`config.mk`:
```
export PLATFORM = sky130hd
export DESIGN_NAME = tiny_rv_fetch
export DESIGN_NICKNAME = d
export VERILOG_FILES = /design/src/rtl/tiny_rv_fetch_pkg.sv /design/src/rtl/tiny_rv_fetch_fifo.sv /design/src/rtl/tiny_rv_fetch.sv
export SDC_FILE = /design/constraint.sdc
export NUM_CORES = 1
export LEC_CHECK = 0
export CAP_MARGIN = 0
export CORE_ASPECT_RATIO = 1.25
export CORE_MARGIN = 3
export CORE_UTILIZATION = 57
export DETAILED_ROUTE_END_ITERATION = 12
export GPL_TIMING_DRIVEN = 0
export PLACE_DENSITY = 0.93
export SETUP_SLACK_MARGIN = 0.3
export SYNTH_ARGS = -nofsm -noshare
export SYNTH_HDL_FRONTEND = slang
export SYNTH_SLANG_ARGS = --single-unit
```
`constraint.sdc`:
```
create_clock -name i_clk -period 17.5 [get_ports i_clk]
set_clock_uncertainty 0.15 [all_clocks]
set_input_delay 5.25 -clock i_clk [delete_from_list [all_inputs] [get_ports i_clk]]
set_output_delay 5.25 -clock i_clk [all_outputs]
set_load 0.03 [all_outputs]
```
`src/rtl/tiny_rv_fetch_pkg.sv`:
```
// Shared core package: datapath widths, reset vector default, RV32I base
// opcodes and the fetch-stage types used by the fetch unit and its buffer.
package tiny_rv_fetch_pkg;

    localparam int XLEN = 32;
    localparam int ILEN = 32;

    localparam logic [XLEN-1:0] RESET_VEC_DEFAULT = 32'h0000_0000;

    // RV32I major opcodes (instr[6:0])
    localparam logic [6:0] OP_LUI    = 7'b0110111;
    localparam logic [6:0] OP_AUIPC  = 7'b0010111;
    localparam logic [6:0] OP_JAL    = 7'b1101111;
    localparam logic [6:0] OP_JALR   = 7'b1100111;
    localparam logic [6:0] OP_BRANCH = 7'b1100011;
    localparam logic [6:0] OP_LOAD   = 7'b0000011;
    localparam logic [6:0] OP_STORE  = 7'b0100011;
    localparam logic [6:0] OP_IMM    = 7'b0010011;
    localparam logic [6:0] OP_REG    = 7'b0110011;
    localparam logic [6:0] OP_SYSTEM = 7'b1110011;

    typedef enum logic [1:0] {
        FETCH_REQ       = 2'd0,
        FETCH_WAIT      = 2'd1,
        FETCH_WAIT_DROP = 2'd2
    } fetch_state_e;

    typedef struct packed {
        logic [XLEN-1:0] pc;
        logic [XLEN-1:0] next_pc;
        logic [ILEN-1:0] instr;
    } fetch_entry_t;

    // Sequential PC step; wraps naturally modulo 2^32.
    function automatic logic [XLEN-1:0] pc_inc(input logic [XLEN-1:0] pc);
        return pc + 32'd4;
    endfunction

endpackage

```
`src/rtl/tiny_rv_fetch_fifo.sv`:
```
// Two-entry FIFO holding fetched {pc, next_pc, instr} records for decode.
// Flush beats push and pop; a push into a full buffer is ignored unless a
// pop frees a slot in the same cycle.
module tiny_rv_fetch_fifo
    import tiny_rv_fetch_pkg::*;
#(
    parameter int DEPTH = 2
) (
    input  logic         i_clk,
    input  logic         i_rst,
    input  logic         push,
    input  fetch_entry_t push_data,
    input  logic         pop,
    input  logic         flush,
    output logic         full,
    output logic         empty,
    output logic [1:0]   count,
    output fetch_entry_t head
);

    fetch_entry_t mem_q [2];
    fetch_entry_t mem_d [2];
    logic         wr_ptr_q, wr_ptr_d;
    logic         rd_ptr_q, rd_ptr_d;
    logic [1:0]   count_q, count_d;
    logic         do_push_s;
    logic         do_pop_s;

    assign full  = (count_q == 2'(DEPTH));
    assign empty = (count_q == 2'd0);
    assign count = count_q;
    assign head  = mem_q[rd_ptr_q];

    // Next-state computation for storage, pointers and occupancy.
    always_comb begin
        mem_d     = mem_q;
        wr_ptr_d  = wr_ptr_q;
        rd_ptr_d  = rd_ptr_q;
        count_d   = count_q;
        do_push_s = push && (!full || pop);
        do_pop_s  = pop && !empty;
        if (flush) begin
            wr_ptr_d = 1'b0;
            rd_ptr_d = 1'b0;
            count_d  = 2'd0;
        end else begin
            if (do_push_s) begin
                mem_d[wr_ptr_q] = push_data;
                wr_ptr_d        = ~wr_ptr_q;
            end else begin
                wr_ptr_d = wr_ptr_q;
            end
            if (do_pop_s) begin
                rd_ptr_d = ~rd_ptr_q;
            end else begin
                rd_ptr_d = rd_ptr_q;
            end
            case ({do_push_s, do_pop_s})
                2'b10:   count_d = count_q + 2'd1;
                2'b01:   count_d = count_q - 2'd1;
                default: count_d = count_q;
            endcase
        end
    end

    // Buffer state registers; reset clears entries so head reads as zero.
    always_ff @(posedge i_clk or posedge i_rst) begin
        if (i_rst) begin
            mem_q[0] <= '0;
            mem_q[1] <= '0;
            wr_ptr_q <= 1'b0;
            rd_ptr_q <= 1'b0;
            count_q  <= 2'd0;
        end else begin
            mem_q    <= mem_d;
            wr_ptr_q <= wr_ptr_d;
            rd_ptr_q <= rd_ptr_d;
            count_q  <= count_d;
        end
    end

endmodule

```
`src/rtl/tiny_rv_fetch.sv`:
```
// Instruction fetch unit: issues one word fetch at a time, buffers up to two
// responses for decode, and handles branch redirects including discarding
// a response that belongs to the abandoned path.
module tiny_rv_fetch
    import tiny_rv_fetch_pkg::*;
#(
    parameter logic [XLEN-1:0] RESET_VEC = RESET_VEC_DEFAULT,
    parameter int              BUF_DEPTH = 2
) (
    input  logic            i_clk,
    input  logic            i_rst,
    input  logic            br_taken,
    input  logic [XLEN-1:0] br_addr,
    output logic            imem_req_valid,
    input  logic            imem_req_ready,
    output logic [XLEN-1:0] imem_req_addr,
    input  logic            imem_resp_valid,
    input  logic [ILEN-1:0] imem_resp_data,
    output logic            if_valid,
    input  logic            if_ready,
    output logic [XLEN-1:0] if_pc,
    output logic [XLEN-1:0] if_next_pc,
    output logic [ILEN-1:0] if_instr,
    output logic            misaligned
);

    fetch_state_e    state_q, state_d;
    logic [XLEN-1:0] fetch_pc_q, fetch_pc_d;
    logic [XLEN-1:0] req_pc_q, req_pc_d;
    logic            misaligned_q, misaligned_d;

    logic            outstanding_s;
    logic            req_valid_s;
    logic            accept_s;
    logic            push_s;
    logic            pop_s;
    fetch_entry_t    push_data_s;
    fetch_entry_t    head_s;
    logic            fifo_full_s;
    logic            fifo_empty_s;
    logic [1:0]      fifo_count_s;

    tiny_rv_fetch_fifo #(
        .DEPTH (BUF_DEPTH)
    ) u_fifo (
        .i_clk     (i_clk),
        .i_rst     (i_rst),
        .push      (push_s),
        .push_data (push_data_s),
        .pop       (pop_s),
        .flush     (br_taken),
        .full      (fifo_full_s),
        .empty     (fifo_empty_s),
        .count     (fifo_count_s),
        .head      (head_s)
    );

    // Request/response handshakes, buffer controls and next-state logic.
    always_comb begin
        outstanding_s = (state_q != FETCH_REQ);
        req_valid_s   = !outstanding_s && !br_taken &&
                        (({1'b0, fifo_count_s} + {2'b00, outstanding_s}) < 3'(BUF_DEPTH));
        accept_s      = req_valid_s && imem_req_ready;
        push_s        = (state_q == FETCH_WAIT) && imem_resp_valid && !br_taken;
        pop_s         = !fifo_empty_s && if_ready && !br_taken;
        push_data_s   = '{pc: req_pc_q, next_pc: pc_inc(req_pc_q), instr: imem_resp_data};
        misaligned_d  = br_taken && (br_addr[1:0] != 2'b00);

        if (br_taken) begin
            fetch_pc_d = {br_addr[XLEN-1:2], 2'b00};
        end else if (accept_s) begin
            fetch_pc_d = pc_inc(fetch_pc_q);
        end else begin
            fetch_pc_d = fetch_pc_q;
        end

        if (accept_s) begin
            req_pc_d = fetch_pc_q;
        end else begin
            req_pc_d = req_pc_q;
        end

        // A response coinciding with the redirect is simply dropped, so only
        // an outstanding request with no response this cycle needs the flag.
        case (state_q)
            FETCH_REQ: begin
                if (accept_s) begin
                    state_d = FETCH_WAIT;
                end else begin
                    state_d = FETCH_REQ;
                end
            end
            FETCH_WAIT: begin
                if (imem_resp_valid) begin
                    state_d = FETCH_REQ;
                end else if (br_taken) begin
                    state_d = FETCH_WAIT_DROP;
                end else begin
                    state_d = FETCH_WAIT;
                end
            end
            FETCH_WAIT_DROP: begin
                if (imem_resp_valid) begin
                    state_d = FETCH_REQ;
                end else begin
                    state_d = FETCH_WAIT_DROP;
                end
            end
            default: state_d = FETCH_REQ;
        endcase
    end

    // Control FSM and fetch address registers.
    always_ff @(posedge i_clk or posedge i_rst) begin
        if (i_rst) begin
            state_q      <= FETCH_REQ;
            fetch_pc_q   <= RESET_VEC;
            req_pc_q     <= RESET_VEC;
            misaligned_q <= 1'b0;
        end else begin
            state_q      <= state_d;
            fetch_pc_q   <= fetch_pc_d;
            req_pc_q     <= req_pc_d;
            misaligned_q <= misaligned_d;
        end
    end

    assign imem_req_valid = req_valid_s;
    assign imem_req_addr  = fetch_pc_q;
    assign if_valid       = !fifo_empty_s;
    assign if_pc          = head_s.pc;
    assign if_next_pc     = head_s.next_pc;
    assign if_instr       = head_s.instr;
    assign misaligned     = misaligned_q;

endmodule

```
==> tab_implementation.tex, run 1 <==
\begin{tabular}{lr}
\hline
Metric & Value \\
\hline
\multicolumn{2}{l}{\textbf{Worst setup path}} \\
Worst path required time & 12.10 ns \\
Number of buffers and inverters on the critical path & 2 \\
Slowest Stage Delay on Critical Path & 0.78 ns \\
Critical Path Start Type & primary input \\
Cells along the critical path & clkbuf\_1, nor4\_1, clkdlybuf4s50\_1 \\
Cell class contributing the biggest share of worst-path delay & buffers and inverters \\
Maximum fanout along the worst path & 8 \\
Library cell contributing the largest single delay on the critical path & sky130\_fd\_sc\_hd\_\_clkdlybuf4s50\_1 \\
CP Capture Type & output port \\
CP Class & in2out \\
Endpoint arrival time on the critical path & 6.55 ns \\
\multicolumn{2}{l}{\textbf{Finish}} \\
Ratio of cells with drive above 1 in the final layout & 0.204 \\
Count of nets after finishing & 1371 \\
Synth-to-Final Area Change & 27.2\% \\
Fill cells & 1252 \\
Antenna diode count & 0 \\
Post-route non-filler standard cell count & 1580 \\
Post-layout util & 0.749 \\
\multicolumn{2}{l}{\textbf{Logic synthesis}} \\
Post-synth EDFFs & 0 \\
Number of flip-flops and latches in the synthesized netlist & 251 \\
Top cells by area in the synthesized netlist & sky130\_fd\_sc\_hd\_\_dfrtp\_1 (54\%), sky130\_fd\_sc\_hd\_\_mux2\_2 (18\%), sky130\_fd\_sc\_hd\_\_nand2\_1 (8.3\%) \\
Area share of the largest cell type after synthesis & 0.542 \\
Yosys top cell by area & sky130\_fd\_sc\_hd\_\_dfrtp\_1 \\
Fraction of the yosys area taken by sequential cells & 0.542 \\
Most frequent cells after synthesis & sky130\_fd\_sc\_hd\_\_nand2\_1 (257), sky130\_fd\_sc\_hd\_\_dfrtp\_1 (251), sky130\_fd\_sc\_hd\_\_mux2\_2 (186), sky130\_fd\_sc\_hd\_\_o21ai\_0 (58), sky130\_fd\_sc\_hd\_\_nor2\_1 (44) \\
Async set-reset flop share out of synthesis & 1.00 \\
Main synth FF type & sky130\_fd\_sc\_hd\_\_dfrtp\_1 \\
Cells after synthesis & 1073 \\
Distinct cell type count after synthesis & 43 \\
Synthesized area & 0.0116 sq mm \\
Mean Syn Cell Area & 10.8 sq um \\
Synth warn & 0 \\
Most frequent cell after synthesis & sky130\_fd\_sc\_hd\_\_nand2\_1 \\
\multicolumn{2}{l}{\textbf{Place}} \\
Estimated wirelength of the detail-placed design & 21900 um \\
Placer's final routability congestion estimate & 0.897 \\
Total placed cells including tap cells & 1538 \\
Port-buffer cells & 193 \\
\multicolumn{2}{l}{\textbf{Run status}} \\
Status & completed \\
\multicolumn{2}{l}{\textbf{Route}} \\
Number of design-rule violations left by the first detailed-router iteration & 740 \\
Via count of the routed design & 9056 \\
Number of detailed-route iterations in the first pass & 5 \\
Via-per-instance ratio & 5.73 \\
Count of nets left with antenna violations after detail routing & 0 \\
Number of DRC violations after detailed routing & 0 \\
Routed wire length & 31200 um \\
Wire length per cell & 19.8 um \\
\multicolumn{2}{l}{\textbf{Timing}} \\
Post-route fraction of the period consumed by the critical path & 0.683 \\
Final setup violating endpoints & 0 \\
Max Transition Viols Final & 0 \\
Actual transition at the worst max-transition pin & 0.948 ns \\
Peak Freq & 83.7 MHz \\
Setup repair after global routing missed its margin & no \\
Final Hold Viols & 0 \\
Setup TNS Final & 0 ns \\
Slew margin rel. & 0.364 \\
Final critical path time including I/O delays and setup & 11.95 ns \\
\multicolumn{2}{l}{\textbf{Floorplan}} \\
Initial cell density of the core & 0.589 \\
Number of standard-cell rows in the floorplan & 57 \\
Top-level I/O count & 201 \\
Die Wd & 134 um \\
Area of the core & 0.0197 sq mm \\
Vert. Die Dim & 165 um \\
Die area & 0.0221 sq mm \\
\multicolumn{2}{l}{\textbf{Global route}} \\
Global Route Usage Sum & 0.283 \\
Largest net degree at the start of global routing & 113 \\
Global-route wire length before repair & 50300 um \\
Initial antenna violation count & 0 \\
Gr ovfl total & 0 \\
Vias in the first global route & 9529 \\
\multicolumn{2}{l}{\textbf{CTS}} \\
Number of buffers added to fix hold violations after cts & 0 \\
Depth of the CTS H-tree & 1 \\
Number of buffers on the longest clock path & 3 \\
CTS root buffer & sky130\_fd\_sc\_hd\_\_clkbuf\_16 \\
Number of gates given a new drive strength after cts & 0 \\
Clock latency of the later-clocked register in the worst-skew pair & 0.51 ns \\
Number of clock buffers inserted by TritonCTS & 24 \\
Clock-pin slew reported for the worst setup and hold paths after clock tree synthesis & 0.06 ns \\
Post-CTS setup repair buffer count & 0 \\
Count of clock tree sinks & 251 \\
CTS tree & done \\
\multicolumn{2}{l}{\textbf{Flow run}} \\
Number of max-capacitance violations reported & 0 \\
\multicolumn{2}{l}{\textbf{Power}} \\
Max IR drop VDD & 0.0851 mV \\
Static leakage & 6.73 nW \\
Cell Pwr Density & 136 mW/mm\^{}2 \\
\multicolumn{2}{l}{\textbf{Min path}} \\
Worst hold-check path type & reg2reg \\
\hline
\end{tabular}
state kept, by name, summed over array words and instances, names as in the netlist:
| signal | count |
|---|---|
| u_fifo.rd_ptr_q | 1 |
| u_fifo.count | 2 |
| imem_req_addr | 30 |
| req_pc_q | 30 |
| state_q | 2 |
| u_fifo.mem_q | 184 |
| u_fifo.wr_ptr_q | 1 |
| misaligned | 1 |
worst paths after layout:
kind                                    from                end  slack, ns  depth (start not counted)
max in group asynchronous              i_rst  u_fifo.mem_q[119]      11.27                          3
min                        u_fifo.mem_q[131]  u_fifo.mem_q[131]       0.32                          2
min reg2reg                u_fifo.mem_q[131]  u_fifo.mem_q[131]       0.32                          2
max reg2reg                       state_q[1]   u_fifo.mem_q[45]      14.76                          7
max                                 br_taken     imem_req_valid       5.55                          3
min in group asynchronous              i_rst   u_fifo.mem_q[40]       5.02                          2
through the flow:
stage	hold slack, ns	area [sq um]	setup WS, ns	power, mW
floorplan	0.292	11600	5.20	1.20
global placement	0.303	13900	2.59	1.44
detailed placement	0.309	13900	5.54	1.48
CTS	0.325	14700	5.54	2.02
global route	0.348	14700	5.46	2.10
finish	0.321	14700	5.55	2.01
where the power goes:
group / switching, mW / total [mW] / internal (mW)
Sequential: 0.108 / 0.822 / 0.714
Clock: 0.214 / 0.530 / 0.316
Combinational: 0.367 / 0.661 / 0.294
Total: 0.689 / 2.01 / 1.32
worst reg2reg max path, delay by kind of cell, from the launching register on:
family	cells	cell delay [ns]
AO/OA/AOI/OAI	2	0.29
buffers and inverters	3	0.99
flip-flops	1	0.43
AND/OR/NAND/NOR	2	0.76
area by class of cell:
| cell class | instances | area (sq um) | area share |
|---|---|---|---|
| Buffer | 71 | 324 | 0.0220 |
| Sequential cell | 251 | 6280 | 0.426 |
| Timing Repair Buffer | 195 | 1990 | 0.135 |
| Inverter | 8 | 37.5 | 0.00255 |
| Multi-Input combinational cell | 748 | 4970 | 0.337 |
| Tap cell | 265 | 332 | 0.0225 |
| Clock inverter | 7 | 88.8 | 0.00602 |
| Clock buffer | 35 | 723 | 0.0490 |
cells in the final DEF (no fill, tap or decap), types with 9 or more instances in the layout:
master and count:
sky130_fd_sc_hd__a21oi_1 30, sky130_fd_sc_hd__and3_1 9, sky130_fd_sc_hd__buf_2 24, sky130_fd_sc_hd__clkbuf_1 40, sky130_fd_sc_hd__clkbuf_16 25, sky130_fd_sc_hd__clkdlybuf4s50_1 193, sky130_fd_sc_hd__dfrtp_1 251, sky130_fd_sc_hd__mux2_2 186
sky130_fd_sc_hd__nand2_1 257, sky130_fd_sc_hd__nand3_1 25, sky130_fd_sc_hd__nand4_1 25, sky130_fd_sc_hd__nor2_1 44, sky130_fd_sc_hd__o21ai_0 58, sky130_fd_sc_hd__xnor2_1 18, sky130_fd_sc_hd__xor2_1 41
logic make-up after synthesis:
group,count (synthesis),synth area share
and+or+nand+nor,397,0.153
DFF,251,0.542
muxes,189,0.183
AOI/OAI and AO/OA,95,0.0438
buffers and inverters,79,0.0306
xor gates and xnor gates,59,0.0446
adders and majority gates,2,0.00216
other,1,0.000324
metal layers:
| metal | GRT usage | wire length, um | part of all wire | vias to the layer above |
|---|---|---|---|---|
| li1 | - | - | - | 4085 |
| met1 | 0.347 | 11900 | 0.38 | 4519 |
| met2 | 0.512 | 16400 | 0.52 | 374 |
| met3 | 0.0376 | 1810 | 0.058 | 78 |
| met4 | 0.110 | 1130 | 0.036 | 0 |
| met5 | 0 | 0 | 0 | - |
(Power assumes the default switching activity.)
==> run 2, diff against run 1 <==
--- a/config.mk
+++ b/config.mk
@@ -8,10 +8,10 @@
 export CAP_MARGIN = 0
 export CORE_ASPECT_RATIO = 1.25
 export CORE_MARGIN = 3
-export CORE_UTILIZATION = 57
+export CORE_UTILIZATION = 53
 export DETAILED_ROUTE_END_ITERATION = 12
 export GPL_TIMING_DRIVEN = 0
-export PLACE_DENSITY = 0.93
+export PLACE_DENSITY = 0.88
 export SETUP_SLACK_MARGIN = 0.3
 export SYNTH_ARGS = -nofsm -noshare
 export SYNTH_HDL_FRONTEND = slang
==> constraint.sdc (replaced) <==
create_clock -name i_clk -period 11.7 [get_ports i_clk]
set_clock_uncertainty 0.15 [all_clocks]
set_input_delay 3.51 -clock i_clk [delete_from_list [all_inputs] [get_ports i_clk]]
set_output_delay 3.51 -clock i_clk [all_outputs]
set_load 0.03 [all_outputs]
==> tab_implementation.tex, run 2 (synthesized netlist as in run 1, its figures left out) <==
\begin{tabular}{lr}
\hline
Metric & Value \\
\hline
\multicolumn{2}{l}{\textbf{Floorplan}} \\
Initial cell density of the core & 0.547 \\
Area of the core & 0.0212 sq mm \\
Die area & 0.0237 sq mm \\
Vert. Die Dim & 171 um \\
Die Wd & 138 um \\
Top-level I/O count & 201 \\
Number of standard-cell rows in the floorplan & 59 \\
\multicolumn{2}{l}{\textbf{Timing}} \\
Slew margin rel. & 0.364 \\
Peak Freq & 118 MHz \\
Post-route fraction of the period consumed by the critical path & 0.723 \\
Final critical path time including I/O delays and setup & 8.46 ns \\
Final Hold Viols & 0 \\
Actual transition at the worst max-transition pin & 0.949 ns \\
Max Transition Viols Final & 0 \\
Final critical-path setup slack & 3.24 ns \\
Final setup violating endpoints & 0 \\
Setup repair after global routing missed its margin & no \\
Setup TNS Final & 0 ns \\
\multicolumn{2}{l}{\textbf{Power}} \\
Switching power summed over all nets & 1.04 mW \\
Sequential Power Share & 0.393 \\
Cell internal pwr & 2.08 mW \\
Static leakage & 6.77 nW \\
Clock network fraction of total power & 0.291 \\
Max IR drop VDD & 0.120 mV \\
PnR Total Power & 3.11 mW \\
Switching part of the total power & 0.333 \\
Combinational group share of total power & 0.316 \\
Cell Pwr Density & 210 mW/mm\^{}2 \\
\multicolumn{2}{l}{\textbf{CTS}} \\
Number of buffers added to fix hold violations after cts & 0 \\
Number of buffers on the longest clock path & 3 \\
Clock-pin slew reported for the worst setup and hold paths after clock tree synthesis & 0.06 ns \\
Number of gates given a new drive strength after cts & 0 \\
CTS root buffer & sky130\_fd\_sc\_hd\_\_clkbuf\_16 \\
Count of clock tree sinks & 251 \\
Number of clock buffers inserted by TritonCTS & 25 \\
CTS tree & done \\
Post-CTS setup repair buffer count & 0 \\
Clock latency of the later-clocked register in the worst-skew pair & 0.51 ns \\
Depth of the CTS H-tree & 1 \\
\multicolumn{2}{l}{\textbf{Global route}} \\
Largest net degree at the start of global routing & 128 \\
Global Route Usage Sum & 0.255 \\
Initial antenna violation count & 0 \\
Global-route wire length before repair & 49300 um \\
Gr ovfl total & 0 \\
Vias in the first global route & 9524 \\
\multicolumn{2}{l}{\textbf{Finish}} \\
Most common library cell in the layout ignoring fill and taps & sky130\_fd\_sc\_hd\_\_nand2\_1 \\
Post-layout util & 0.701 \\
Ratio of cells with drive above 1 in the final layout & 0.204 \\
Largest Register & u\_fifo.mem\_q \\
Antenna diode count & 0 \\
Commonest cells after routing, fill and taps aside & sky130\_fd\_sc\_hd\_\_nand2\_1 (257), sky130\_fd\_sc\_hd\_\_dfrtp\_1 (251), sky130\_fd\_sc\_hd\_\_clkdlybuf4s50\_1 (193), sky130\_fd\_sc\_hd\_\_mux2\_2 (186), sky130\_fd\_sc\_hd\_\_o21ai\_0 (58) \\
Area of all sequential standard cells & 0.00628 sq mm \\
Finished layout cell area & 0.0149 sq mm \\
Number of flip-flops in the largest register & 184 \\
Fill cells & 1457 \\
Synth-to-Final Area Change & 28.2\% \\
Area occupied by multi-input gates & 0.00497 sq mm \\
Count of nets after finishing & 1371 \\
\multicolumn{2}{l}{\textbf{Worst setup path}} \\
Maximum fanout along the worst path & 8 \\
Minimum setup slack among reg-to-reg paths & 8.90 ns \\
Worst path required time & 8.04 ns \\
Critical Path Start Type & primary input \\
Endpoint arrival time on the critical path & 4.80 ns \\
CP Class & in2out \\
Library cell contributing the largest single delay on the critical path & sky130\_fd\_sc\_hd\_\_clkdlybuf4s50\_1 \\
RR Endpoint & u\_fifo.mem\_q[36] \\
Source of the worst register-to-register timing path & state\_q[1] \\
CP Capture Type & output port \\
Slowest Stage Delay on Critical Path & 0.74 ns \\
Reg2Reg Depth & 7 \\
Cells along the critical path & clkbuf\_1, nor4\_1, clkdlybuf4s50\_1 \\
\multicolumn{2}{l}{\textbf{Place}} \\
Estimated wirelength of the detail-placed design & 21300 um \\
Placer's final routability congestion estimate & 0.844 \\
Placed cell areas & 0.0139 sq mm \\
Placement-stage worst setup slack & 3.23 ns \\
Port-buffer cells & 193 \\
\multicolumn{2}{l}{\textbf{Route}} \\
Number of DRC violations after detailed routing & 0 \\
Number of design-rule violations left by the first detailed-router iteration & 652 \\
Via-per-instance ratio & 5.64 \\
Via count of the routed design & 8967 \\
Count of nets left with antenna violations after detail routing & 0 \\
Number of detailed-route iterations in the first pass & 5 \\
Wire length per cell & 19.2 um \\
Routed wire length & 30600 um \\
\multicolumn{2}{l}{\textbf{Min path}} \\
Hold worst-path end & u\_fifo.mem\_q[172] \\
Hold path cells & 2 \\
Worst hold-check path type & reg2reg \\
Startpoint of the tightest hold check path & u\_fifo.mem\_q[172] \\
\multicolumn{2}{l}{\textbf{Flow run}} \\
Number of max-capacitance violations reported & 0 \\
\multicolumn{2}{l}{\textbf{Run status}} \\
Status & completed \\
\hline
\end{tabular}
[run 2: routing by layer]
layer  routed length, um  GRT usage  up-vias  part of all wire
met5                   0          0        -                 0
met4                1540      0.127        0             0.050
met3                1850     0.0339       88             0.060
met2               15400      0.446      364              0.50
met1               11800      0.314     4427              0.39
li1                    -          -     4088                 -
[run 2: worst max-delay path: cells and delay by family]
family | cells | cell delay [ns]
buffers and inverters | 2 | 0.97
AND/OR/NAND/NOR | 1 | 0.31
[run 2: worst max-delay path by stage]
stage | start | endpoint | slack [ns] | cells past startpoint
6_report | br_taken | imem_req_valid | 3.24 | 3
5_1_grt | br_taken | imem_req_valid | 3.13 | 3
4_1_cts | br_taken | imem_req_valid | 3.23 | 3
3_5_place_dp | br_taken | imem_req_valid | 3.23 | 3
3_3_place_gp | i_rst | u_fifo.mem_q[2] | -1.62 | 2
2_1_floorplan | i_rst | imem_req_addr[10] | 1.14 | 1
[run 2: area by class of cell]
class,count,share of cell area
multi-input cells,748,0.335
inverters,8,0.00253
clock buffers,33,0.0462
flip-flops and latches,251,0.423
plain buffers,71,0.0218
repair buffers,194,0.132
clock inverters,12,0.0168
well taps,274,0.0231
[run 2: power groups by stage]
| stage | Sequential [mW] | Clock, mW | Combinational [mW] |
|---|---|---|---|
| floorplan | 1.20 | 0 | 0.597 |
| global placement | 1.21 | 0 | 0.955 |
| detailed placement | 1.23 | 0 | 0.978 |
| CTS | 1.22 | 0.916 | 0.991 |
| global route | 1.25 | 0.952 | 1.05 |
| finish | 1.22 | 0.906 | 0.983 |
[run 2: metrics by stage]
step | hold slack (ns) | instances
2_1_floorplan | 0.292 | 1078
3_3_place_gp | 0.304 | 1545
3_5_place_dp | 0.308 | 1546
4_1_cts | 0.323 | 1591
5_1_grt | 0.348 | 1591
6_report | 0.322 | 1591
==> run 3, diff against run 2 <==
--- a/config.mk
+++ b/config.mk
@@ -8,10 +8,10 @@
 export CAP_MARGIN = 0
 export CORE_ASPECT_RATIO = 1.25
 export CORE_MARGIN = 3
-export CORE_UTILIZATION = 53
+export CORE_UTILIZATION = 48
 export DETAILED_ROUTE_END_ITERATION = 12
 export GPL_TIMING_DRIVEN = 0
-export PLACE_DENSITY = 0.88
+export PLACE_DENSITY = 0.84
 export SETUP_SLACK_MARGIN = 0.3
 export SYNTH_ARGS = -nofsm -noshare
 export SYNTH_HDL_FRONTEND = slang
==> constraint.sdc (replaced) <==
create_clock -name i_clk -period 7.5 [get_ports i_clk]
set_clock_uncertainty 0.15 [all_clocks]
set_input_delay 2.25 -clock i_clk [delete_from_list [all_inputs] [get_ports i_clk]]
set_output_delay 2.25 -clock i_clk [all_outputs]
set_load 0.03 [all_outputs]
==> tab_implementation.tex, run 3 (synthesized netlist as in run 1, its figures left out) <==
\begin{tabular}{lr}
\hline
Metric & Value \\
\hline
\multicolumn{2}{l}{\textbf{Timing}} \\
Final critical path time including I/O delays and setup & 5.97 ns \\
Setup TNS Final & 0 ns \\
Peak Freq & 167 MHz \\
Actual transition at the worst max-transition pin & 0.917 ns \\
Slew margin rel. & 0.385 \\
Setup repair after global routing missed its margin & no \\
Final critical-path setup slack & 1.53 ns \\
Final Hold Viols & 0 \\
Max Transition Viols Final & 0 \\
Post-route fraction of the period consumed by the critical path & 0.796 \\
Final setup violating endpoints & 0 \\
\multicolumn{2}{l}{\textbf{Global route}} \\
Initial antenna violation count & 0 \\
Vias in the first global route & 9073 \\
Gr ovfl total & 0 \\
Global-route wire length before repair & 48500 um \\
Largest net degree at the start of global routing & 44 \\
Global Route Usage Sum & 0.225 \\
\multicolumn{2}{l}{\textbf{CTS}} \\
Number of buffers added to fix hold violations after cts & 0 \\
Clock-pin slew reported for the worst setup and hold paths after clock tree synthesis & 0.06 ns \\
Number of gates given a new drive strength after cts & 0 \\
Number of buffers on the longest clock path & 3 \\
Depth of the CTS H-tree & 1 \\
CTS root buffer & sky130\_fd\_sc\_hd\_\_clkbuf\_16 \\
Post-CTS setup repair buffer count & 0 \\
Number of clock buffers inserted by TritonCTS & 25 \\
CTS tree & done \\
Clock latency of the later-clocked register in the worst-skew pair & 0.52 ns \\
Count of clock tree sinks & 251 \\
\multicolumn{2}{l}{\textbf{Worst setup path}} \\
Endpoint arrival time on the critical path & 3.57 ns \\
CP Capture Type & output port \\
Number of buffers and inverters on the critical path & 2 \\
Cells along the critical path & clkbuf\_1, nor4\_1, clkdlybuf4s50\_1 \\
Critical Path Start Type & primary input \\
Library cell contributing the largest single delay on the critical path & sky130\_fd\_sc\_hd\_\_clkdlybuf4s50\_1 \\
CP Class & in2out \\
Worst path required time & 5.10 ns \\
Start point of the critical path & br\_taken \\
Slowest Stage Delay on Critical Path & 0.76 ns \\
Source of the worst register-to-register timing path & state\_q[1] \\
Maximum fanout along the worst path & 8 \\
Cell class contributing the biggest share of worst-path delay & buffers and inverters \\
\multicolumn{2}{l}{\textbf{Route}} \\
Via count of the routed design & 8799 \\
Number of detailed-route iterations in the first pass & 5 \\
Number of design-rule violations left by the first detailed-router iteration & 553 \\
Via-per-instance ratio & 5.37 \\
Routed wire length & 29700 um \\
Number of DRC violations after detailed routing & 0 \\
Count of nets left with antenna violations after detail routing & 0 \\
Wire length per cell & 18.1 um \\
\multicolumn{2}{l}{\textbf{Finish}} \\
Number of flip-flops in the largest register & 184 \\
Most common library cell in the layout ignoring fill and taps & sky130\_fd\_sc\_hd\_\_nand2\_1 \\
Count of nets after finishing & 1376 \\
Antenna diode count & 0 \\
Commonest cells after routing, fill and taps aside & sky130\_fd\_sc\_hd\_\_nand2\_1 (257), sky130\_fd\_sc\_hd\_\_dfrtp\_1 (251), sky130\_fd\_sc\_hd\_\_clkdlybuf4s50\_1 (193), sky130\_fd\_sc\_hd\_\_mux2\_2 (186), sky130\_fd\_sc\_hd\_\_o21ai\_0 (58) \\
Post-route non-filler standard cell count & 1640 \\
Post-layout util & 0.635 \\
Ratio of cells with drive above 1 in the final layout & 0.204 \\
Largest Register & u\_fifo.mem\_q \\
Synth-to-Final Area Change & 28.0\% \\
\multicolumn{2}{l}{\textbf{Floorplan}} \\
Top-level I/O count & 201 \\
Die Wd & 145 um \\
Initial cell density of the core & 0.496 \\
Vert. Die Dim & 180 um \\
Die area & 0.0261 sq mm \\
Number of standard-cell rows in the floorplan & 62 \\
Area of the core & 0.0233 sq mm \\
\multicolumn{2}{l}{\textbf{Place}} \\
Total placed cells including tap cells & 1597 \\
Estimated wirelength of the detail-placed design & 21700 um \\
Placer's final routability congestion estimate & 0.904 \\
Placement-stage worst setup slack & 1.57 ns \\
Port-buffer cells & 193 \\
\multicolumn{2}{l}{\textbf{Power}} \\
Cell Pwr Density & 311 mW/mm\^{}2 \\
PnR Total Power & 4.61 mW \\
Combinational group share of total power & 0.333 \\
Sequential Power Share & 0.412 \\
Max IR drop VDD & 0.189 mV \\
Static leakage & 6.72 nW \\
Switching power summed over all nets & 1.58 mW \\
Clock network fraction of total power & 0.255 \\
Switching part of the total power & 0.343 \\
Cell internal pwr & 3.03 mW \\
\multicolumn{2}{l}{\textbf{Run status}} \\
Status & completed \\
\multicolumn{2}{l}{\textbf{Min path}} \\
Worst hold-check path type & reg2reg \\
Startpoint of the tightest hold check path & u\_fifo.mem\_q[112] \\
\multicolumn{2}{l}{\textbf{Flow run}} \\
Number of max-capacitance violations reported & 0 \\
\hline
\end{tabular}
## run 3: area by class of cell
type / count / area (sq um)
well taps: 320 / 400
clock buffers: 39 / 738
plain buffers: 71 / 324
fillers: 1800 / 8520
clock inverters: 4 / 28.8
flip-flops and latches: 251 / 6280
repair buffers: 199 / 2050
inverters: 8 / 33.8
multi-input cells: 748 / 4970
## run 3: worst reg2reg max path: stages (launching register included)
cell and delay [ns]:
sky130_fd_sc_hd__dfrtp_1 0.43, sky130_fd_sc_hd__and2b_1 0.31, sky130_fd_sc_hd__o311ai_4 0.16, sky130_fd_sc_hd__nor3b_1 0.50
sky130_fd_sc_hd__buf_2 0.37, sky130_fd_sc_hd__buf_2 0.31, sky130_fd_sc_hd__buf_2 0.31, sky130_fd_sc_hd__a21oi_1 0.12
## run 3: routing by layer
metal	GRT usage	share of wire	up-vias
li1	-	-	4092
met1	0.286	0.41	4360
met2	0.396	0.51	295
met3	0.0393	0.056	52
met4	0.0665	0.026	0
met5	0	0	-
## run 3: final timing paths
check | endpoint | slack [ns] | cells after the start
min in group asynchronous | u_fifo.mem_q[135] | 2.02 | 2
min | u_fifo.mem_q[112] | 0.32 | 2
max reg2reg | u_fifo.mem_q[42] | 4.72 | 7
max | imem_req_valid | 1.53 | 3
max in group asynchronous | u_fifo.mem_q[10] | 4.04 | 5
min reg2reg | u_fifo.mem_q[112] | 0.32 | 2
## run 3: metrics by stage
step | hold slack [ns] | instance area, sq um
2_1_floorplan | 0.292 | 11600
3_3_place_gp | 0.303 | 13900
3_5_place_dp | 0.308 | 14100
4_1_cts | 0.324 | 14800
5_1_grt | 0.338 | 14800
6_report | 0.317 | 14800
## run 3: power by group through the flow
| stage | logic [mW] | clock network (mW) | registers, mW |
|---|---|---|---|
| floorplan | 0.932 | 0 | 1.87 |
| global placement | 1.50 | 0 | 1.89 |
| detailed placement | 1.53 | 0 | 1.91 |
| CTS | 1.55 | 1.19 | 1.89 |
| global route | 1.64 | 1.25 | 1.94 |
| finish | 1.53 | 1.18 | 1.90 |
